<file path="src/rtl/hankel_sample_buf_if.sv">
// Bundle of the load/stream/read/status signals between hankel_sample_buf and
// its neighbours. The master side is whoever drives the buffer (upstream stream
// plus hankel_matrix); the slave side is the buffer itself.
interface hankel_sample_buf_if #(
  parameter int DW = 16,
  parameter int AW = 8
);
  logic          load;
  logic          in_valid;
  logic [DW-1:0] in_data;
  logic          in_ready;
  logic          start;
  logic          rd;
  logic [AW-1:0] addr;
  logic [DW-1:0] data;
  logic          done;
  logic [AW:0]   fill_cnt;
  logic          busy;
  logic          ovf;
  logic          rd_err;

  modport master (
    output load, in_valid, in_data, rd, addr, done,
    input  in_ready, start, data, fill_cnt, busy, ovf, rd_err
  );

  modport slave (
    input  load, in_valid, in_data, rd, addr, done,
    output in_ready, start, data, fill_cnt, busy, ovf, rd_err
  );
endinterface

</file>
<file path="src/rtl/hankel_sample_buf.sv">
// Sample buffer feeding hankel_matrix: captures FILL_LEN samples from a
// valid/ready stream, pulses start once the block is complete, then serves
// zero-latency reads until the consumer reports done.
module hankel_sample_buf #(
  parameter int DW       = 16,
  parameter int AW       = 8,
  parameter int FILL_LEN = 64
) (
  input logic              clk,
  input logic              rst,
  hankel_sample_buf_if.slave bus
);

  typedef enum logic [1:0] {IDLE, FILL, ARM, SERVE} state_t;

  // Block length as a count, and the write address that completes the block.
  localparam logic [AW:0]   LEN  = (AW+1)'(FILL_LEN);
  localparam logic [AW-1:0] LAST = AW'(FILL_LEN - 1);

  state_t        state, state_nxt;
  logic [DW-1:0] mem [2**AW];
  logic [AW-1:0] wr_ptr;
  logic [AW:0]   fill_cnt;
  logic          ovf_q, rd_err_q;
  logic          load_acc, wr_en, rd_hit, ovf_ev, rd_err_ev;

  // State register; reset aborts any block in progress.
  always_ff @(posedge clk) begin
    if (rst) state <= IDLE;
    else     state <= state_nxt;
  end

  // Next-state decode plus the state-derived handshake and status outputs.
  always_comb begin
    state_nxt    = state;
    load_acc     = 1'b0;
    wr_en        = 1'b0;
    bus.in_ready = 1'b0;
    bus.start    = 1'b0;
    bus.busy     = (state != IDLE);
    case (state)
      IDLE: begin
        if (bus.load) begin
          load_acc  = 1'b1;
          state_nxt = FILL;
        end
      end
      FILL: begin
        bus.in_ready = 1'b1;
        if (bus.in_valid) begin
          wr_en = 1'b1;
          if (wr_ptr == LAST) state_nxt = ARM;
        end
      end
      ARM: begin
        bus.start = 1'b1;
        state_nxt = SERVE;
      end
      SERVE: begin
        if (bus.done) state_nxt = IDLE;
      end
      default: state_nxt = IDLE;
    endcase
  end

  // A read hits only while serving and inside the captured block; anything
  // else returns all-ones and is flagged. A sample offered while not ready is dropped.
  assign rd_hit    = (state == SERVE) && bus.rd && ({1'b0, bus.addr} < LEN);
  assign rd_err_ev = bus.rd && !rd_hit;
  assign ovf_ev    = bus.in_valid && (state != FILL);
  assign bus.data  = rd_hit ? mem[bus.addr] : {DW{1'b1}};

  // Write pointer, fill count and sticky error flags; an accepted load clears
  // the flags but an error seen in that same cycle still sets them.
  always_ff @(posedge clk) begin
    if (rst) begin
      wr_ptr   <= '0;
      fill_cnt <= '0;
      ovf_q    <= 1'b0;
      rd_err_q <= 1'b0;
    end else begin
      if (load_acc) begin
        wr_ptr   <= '0;
        fill_cnt <= '0;
      end else if (wr_en) begin
        wr_ptr   <= wr_ptr + 1'b1;
        fill_cnt <= fill_cnt + 1'b1;
      end
      ovf_q    <= (ovf_q & ~load_acc) | ovf_ev;
      rd_err_q <= (rd_err_q & ~load_acc) | rd_err_ev;
    end
  end

  // Sample RAM; contents survive reset, only accepted stream beats write it.
  always_ff @(posedge clk) begin
    if (wr_en && !rst) mem[wr_ptr] <= bus.in_data;
  end

  assign bus.fill_cnt = fill_cnt;
  assign bus.ovf      = ovf_q;
  assign bus.rd_err   = rd_err_q;

endmodule
</file>
<file path="src/flat_wrapper.sv">
// flat-port wrapper written by rule: the top's interface ports become plain ports
module hankel_sample_buf_flat 
#(
  parameter int DW       = 16,
  parameter int AW       = 8,
  parameter int FILL_LEN = 64
)
  (clk, rst, bus_load, bus_in_valid, bus_in_data, bus_rd, bus_addr, bus_done, bus_in_ready, bus_start, bus_data, bus_fill_cnt, bus_busy, bus_ovf, bus_rd_err);
  hankel_sample_buf_if #(.DW(DW), .AW(AW)) bus_i ();
  input logic clk;
  input logic rst;
  input wire logic [$bits(bus_i.load)-1:0] bus_load;
  input wire logic [$bits(bus_i.in_valid)-1:0] bus_in_valid;
  input wire logic [$bits(bus_i.in_data)-1:0] bus_in_data;
  input wire logic [$bits(bus_i.rd)-1:0] bus_rd;
  input wire logic [$bits(bus_i.addr)-1:0] bus_addr;
  input wire logic [$bits(bus_i.done)-1:0] bus_done;
  output wire logic [$bits(bus_i.in_ready)-1:0] bus_in_ready;
  output wire logic [$bits(bus_i.start)-1:0] bus_start;
  output wire logic [$bits(bus_i.data)-1:0] bus_data;
  output wire logic [$bits(bus_i.fill_cnt)-1:0] bus_fill_cnt;
  output wire logic [$bits(bus_i.busy)-1:0] bus_busy;
  output wire logic [$bits(bus_i.ovf)-1:0] bus_ovf;
  output wire logic [$bits(bus_i.rd_err)-1:0] bus_rd_err;
  assign bus_i.load = bus_load;
  assign bus_i.in_valid = bus_in_valid;
  assign bus_i.in_data = bus_in_data;
  assign bus_i.rd = bus_rd;
  assign bus_i.addr = bus_addr;
  assign bus_i.done = bus_done;
  assign bus_in_ready = bus_i.in_ready;
  assign bus_start = bus_i.start;
  assign bus_data = bus_i.data;
  assign bus_fill_cnt = bus_i.fill_cnt;
  assign bus_busy = bus_i.busy;
  assign bus_ovf = bus_i.ovf;
  assign bus_rd_err = bus_i.rd_err;
  hankel_sample_buf #(.DW(DW), .AW(AW), .FILL_LEN(FILL_LEN)) u_core (.clk(clk), .rst(rst), .bus(bus_i));
endmodule
</file>
<file path="config.mk">
export PLATFORM = sky130hd
export DESIGN_NAME = hankel_sample_buf_flat
export DESIGN_NICKNAME = d
export VERILOG_FILES = /design/src/rtl/hankel_sample_buf_if.sv /design/src/rtl/hankel_sample_buf.sv /design/src/flat_wrapper.sv
export SDC_FILE = /design/constraint.sdc
export NUM_CORES = 2
export LEC_CHECK = 0
export CELL_PAD_IN_SITES_DETAIL_PLACEMENT = 1
export CELL_PAD_IN_SITES_GLOBAL_PLACEMENT = 1
export CORE_MARGIN = 1
export CORE_UTILIZATION = 44
export DETAILED_ROUTE_END_ITERATION = 10
export GPL_ROUTABILITY_DRIVEN = 1
export GPL_TIMING_DRIVEN = 0
export PLACE_DENSITY_LB_ADDON = 0.1
export SLEW_MARGIN = 20
export SYNTH_ARGS = -nofsm -noshare
export SYNTH_HDL_FRONTEND = slang
export SYNTH_SLANG_ARGS = --single-unit
</file>
<file path="constraint.sdc">
create_clock -name clk -period 3.3 [get_ports clk]
set_input_delay 0.33 -clock clk [delete_from_list [all_inputs] [get_ports clk]]
set_output_delay 0.33 -clock clk [all_outputs]
set_load 0.005 [all_outputs]
</file>
# Yosys cells after proc, flatten, opt, wreduce, memory -nomap -nowiden
# Memory sizes are Yosys's and may differ from the RTL's.
# Index checks and enable logic that the tools add are counted.
[word_totals]
romBits = 0
n_memories = 1
in_bits = 30
ramBits = 4096
ff_bits = 21
latch_bits = 0
[mem_list]
columns = ["name", "depth", "width", "rd", "rd_ports_with_merged_regs", "wr", "line", "rtl"]
rows = [
  ["u_core.mem", 256, 16, 1, 0, 1, "hankel_sample_buf.sv:21", "logic [DW-1:0] mem [2**AW];"],
]
[classes]
mux = 14
n_addsub = 2
shifts = 0
reduce_logical = 11
mul = 0
order_cmp = 1
n_bitwise = 5
n_eq_ne = 9
n_div = 0
[op_table]
columns = ["op", "count"]
rows = [
  ["2-to-1 mux 16 bit", 1],
  ["adder 9 x 1 -> 9 bit, second input constant", 1],
  ["adder 8 x 1 -> 8 bit, second input constant", 1],
  ["== test 8 x 6 -> 1 bit, second input constant", 1],
  ["< comparator 8 x 7 -> 1 bit, second input constant", 1],
  ["2-to-1 mux 1 bit", 8],
  ["2-to-1 mux 2 bit", 4],
  ["one-hot mux 2 bit (4 select lines)", 1],
  ["!= test 2 bit, second input constant", 3],
  ["logical AND 1 bit", 5],
  ["== test 2 bit, second input constant", 2],
  ["!= test 2 x 1 -> 1 bit, second input constant", 2],
  ["AND reduction 4 bit", 1],
  ["bitwise AND 1 bit", 2],
  ["== test 2 x 1 -> 1 bit, second input constant", 1],
  ["zero test 1 bit", 2],
  ["zero test 2 bit", 1],
  ["OR 1 bit", 2],
  ["nonzero test 2 bit", 1],
  ["OR reduction 2 bit", 1],
  ["inverter 1 bit", 1],
]

# Logic depth before layout (Yosys ltp)
[logic_depth]
depth_word = 6
depth_mapped = 9

# Worst setup path after synthesis
# OpenSTA, ideal clock, no wires.
[synth_timing]
path_type = "reg2reg"
from = "register u_core.state[1]"
to = "memory u_core.mem[15][0] (enable)"
setup_ns = 0.388
stages_incl_launch_ff = 7
arrival_time_ns = 2.271
period_less_slack_ns = 2.659
path_slack_ns = 0.641
path_buffers = 1
path_cell_list = "dfxtp_1 > inv_1 > ha_1 > nand2_1 > or4b_2 > clkbuf_1 > nor2_1"
[synth_via]
elab_chain_cells = 5
[synth_rtl]
columns = ["item", "line", "rtl"]
rows = [
  ["start: declaration", "hankel_sample_buf.sv:20", "state_t state, state_nxt;"],
  ["start signal: assignment", "hankel_sample_buf.sv:30", "else state <= state_nxt;"],
  ["== test 2 x 1 -> 1 bit", "hankel_sample_buf.sv:41", "case (state)"],
  ["2-to-1 mux 1 bit", "hankel_sample_buf.sv:41", ""],
  ["logical AND 1 bit", "hankel_sample_buf.sv:96", "if (wr_en && !rst) mem[wr_ptr] <= bus.in_data;"],
  ["2-to-1 mux 1 bit", "hankel_sample_buf.sv:96", ""],
  ["2-to-1 mux 1 bit (implied by the code)", "hankel_sample_buf.sv:96", ""],
  ["end: declaration", "hankel_sample_buf.sv:21", ""],
]
# No other way between the ends.

# Final worst setup path
[layout_timing]
from = "register u_core.state[1]"
to = "output bus_data[15]"
[layout_via]
elab_chain_cells = 4
[layout_rtl]
columns = ["item", "line", "rtl"]
rows = [
  ["== test 2 bit", "hankel_sample_buf.sv:68", "assign rd_hit = (state == SERVE) && bus.rd && ({1'b0, bus.addr} < LEN);"],
  ["logical AND 1 bit (2 in series)", "hankel_sample_buf.sv:68", ""],
  ["2-to-1 mux 16 bit", "hankel_sample_buf.sv:71", "assign bus.data = rd_hit ? mem[bus.addr] : {DW{1'b1}};"],
  ["end: declaration", "flat_wrapper.sv:20", "output wire logic [$bits(bus_i.data)-1:0] bus_data;"],
]
# No other way between the ends.

==> flow_metrics.tcl <==
set metrics [dict create \
    clk_pin_slew_ps 60 \
    ir_worst_vdd_mv 0.430 \
    ys_warn_count 0 \
    finalHoldViolations 0 \
    core_mm2 0.0917 \
    rsz0062_at_grt "true" \
    placed_cells 3308 \
    initial_core_util_pct 44.4 \
    max-clock-path-buffers 3 \
    ys_async_sr_fraction_pct 0 \
    critPathArrivalTime_ps 3040 \
    synth_nets 2053 \
    p_leak_nw 15.3 \
    placed_cell_area_mm2 0.0445 \
    cp_max_fo 4 \
    p_int_w 0.0221 \
    gp_congestion 0.959 \
    worst_ep_required_time_ps 2970 \
    grt_max_degree 65 \
    period_share_pct 102 \
    cts.sinks 1045 \
    grt_pass1_vias 22500 \
    drtIter0Drc 2429 \
    max_freq_ghz 0.297 \
    ctsHtreeMaxLevel 3 \
    drc 4 \
    critPathLaunchType "register" \
    synth_area_mm2 0.0407 \
    via_per_inst 6.18 \
    hpwl_um 84100 \
    yosys-top-cells-area "edfxtp_1 (76%), mux4_2 (11%), mux2_2 (3.8%)" \
    status "finished, violations left" \
    grt_use_total_pct 28.1 \
    wirelength_um 131000 \
    seqPwrFrac_pct 51.6 \
    die_x_um 306 \
    chipHeight_um 306 \
    final_nets 2306 \
    power.density_mw_per_mm2 573 \
    worstMarginPinSlew_ps 881 \
    p_comb_share_pct 6.2 \
    power_w 0.0284 \
    synth_top_area_share_pct 75.6 \
    synth_common_cells "edfxtp_1 (1024), mux4_2 (193), mux2_2 (136), nor2_1 (104), nand2_1 (76)" \
    area_delta_synth_final_pct 21.8 \
    cp_cell_sequence "ha_2, nand4bb_4, nor2_4, buf_4, nand2_1, a2111oi_4, nor2_2, clkdlybuf4s50_1" \
    yosys.area.top_type "edfxtp_1" \
    ant_nets 0 \
    hp-class "primary input to register" \
    setup_tns_ps -638 \
    setup_viol 12 \
    power.switching_w 0.00625 \
    port-buffer-count 54 \
    reg2reg_depth 7 \
    holdPathStages 1 \
    r2r_slack_ps -60 \
    ys.flop_type "edfxtp_1" \
    violations "DRC, setup timing" \
    synth_edf_count 1024 \
    drtPass1Iterations 8 \
    end_kind "output pin" \
    grt_pass1_wl_um 180000 \
    root_buffer "clkbuf_16" \
    clkPwrFrac_pct 42.2 \
    synthCells 2013 \
    p_sw_share_pct 22.0 \
    io_pins 60 \
    grt_overflow 0 \
    worstSetupPathType "register to output pin" \
    instances_no_fill 3543 \
    drive_above_1_share_pct 35.9 \
    slew_headroom_pct 41.1 \
    max_cap_violations 0 \
    cp_slowest_cell "a2111oi_4" \
    synth_seq_area_share_pct 76.6 \
    clk_latency_ps 680 \
    crit_path_max_incr_delay_ps 490 \
    worst_clock_skew_ps 23.7 \
    synth.most_common_cell "edfxtp_1" \
    avgSynthCellArea_um2 20.2 \
    antenna_found_initial 4 \
    cts_tree "done" \
    dieArea_mm2 0.0937 \
    wl_per_cell_um 36.9 \
    drv_slew 0 \
    vias 21900 \
    rows 111 \
    synth_cell_type_count 44 \
    fin_ws_ps -65.6 \
    ys_ff_latch 1045 \
    period_needed_ps 3370 \
    stdcell_area_mm2 0.0495 \
    ctsHoldBuffers 0 \
    cts_inserted_buffers 109 \
]
## final timing paths
check                                                   from                           end
worst max-delay path            u_core.state[1]$_SDFFE_PP0P_                  bus_data[15]
worst min-delay path                          bus_in_data[3]   u_core.mem[37][3]$_DFFE_PP_
worst max register to register  u_core.state[1]$_SDFFE_PP0P_   u_core.mem[10][4]$_DFFE_PP_
worst min register to register  u_core.bus.rd_err$_SDFF_PP0_  u_core.bus.rd_err$_SDFF_PP0_
## power groups by stage
stage	clock, W	sequential, W	combinational (W)
after floorplan	0	0.0149	0.000763
after global placement	0	0.0149	0.00151
after detailed placement	0	0.0149	0.00162
after CTS	0.0121	0.0146	0.00175
after global routing	0.0125	0.0146	0.00184
final	0.0120	0.0146	0.00177
## cell usage in the layout, fill, tap and decap left out, types with 11 or more instances in the layout
cell type / n
inv_1: 13
o21ai_0: 18
nor2_2: 11
clkinv_1: 18
a2111oi_4: 25
buf_2: 22
o22ai_1: 61
buf_12: 38
clkinv_2: 17
buf_6: 26
mux2i_1: 21
nor3_2: 12
nor2_1: 26
a211oi_1: 30
clkdlybuf4s50_1: 26
clkbuf_16: 109
nor2b_1: 36
buf_16: 29
buf_4: 48
edfxtp_1: 1024
dfxtp_1: 19
nand2_1: 74
mux4_2: 193
nor2_4: 67
o22ai_2: 11
clkbuf_2: 18
mux2_2: 136
clkbuf_1: 46
## state kept, by name, indices dropped and copies added (netlist names)
name / cells
u_core.mem: 1024
u_core.bus.ovf: 1
u_core.wr_ptr: 8
u_core.state: 2
u_core.bus.rd_err: 1
u_core.bus.fill_cnt: 9
## through the flow
step                      setup WS [ps]  util, %  hold slack (ps)
final                             -65.6     54.0             54.3
after global placement            -2440     46.6              453
after CTS                         -20.0     53.7             30.6
after detailed placement          -1610     48.5              457
after global routing              -97.7     54.0             28.9
after floorplan                     641        -              429
## timing repair
action,in CTS,in global routing
setup endpoints to repair,237,203
gates resized for setup,253,44
buffers inserted,21,12
gates cloned,0,0
pin swaps,39,22
## worst max-delay path, delay by kind of cell (launching register included)
kind	cells	cell delay, ps
AO/OA/AOI/OAI	1	490
adder cells (fa/ha/maj)	1	210
buffers and inverters	2	610
flip-flops	1	360
AND/OR/NAND/NOR	4	660
## per-layer routing
metal	routed length, um	GRT usage (%)
met1	52900	37.7
met2	63300	45.9
met3	9190	5.33
met4	5160	10.2
met5	0	0
## cells by family after synthesis
logic type / Yosys count / synth area share [%]
flops: 1045 / 76.6
mux: 352 / 15.0
simple gates: 275 / 3.09
compound gates: 188 / 3.19
buf+inv: 131 / 1.51
xor+xnor: 12 / 0.258
fa+ha+maj: 10 / 0.308
## cell type report
cell class / count / area, um^2
Tap cell: 1186 / 1480
Clock buffer: 146 / 2910
Multi-Input combinational cell: 837 / 10200
Clock inverter: 53 / 513
Sequential cell: 1045 / 31200
Inverter: 13 / 48.8
Antenna cell: 3 / 7.51
Timing Repair Buffer: 142 / 2200
Buffer: 118 / 961
Fill cell: 7931 / 42100
No activity file was read; power rests on OpenSTA's default activity.
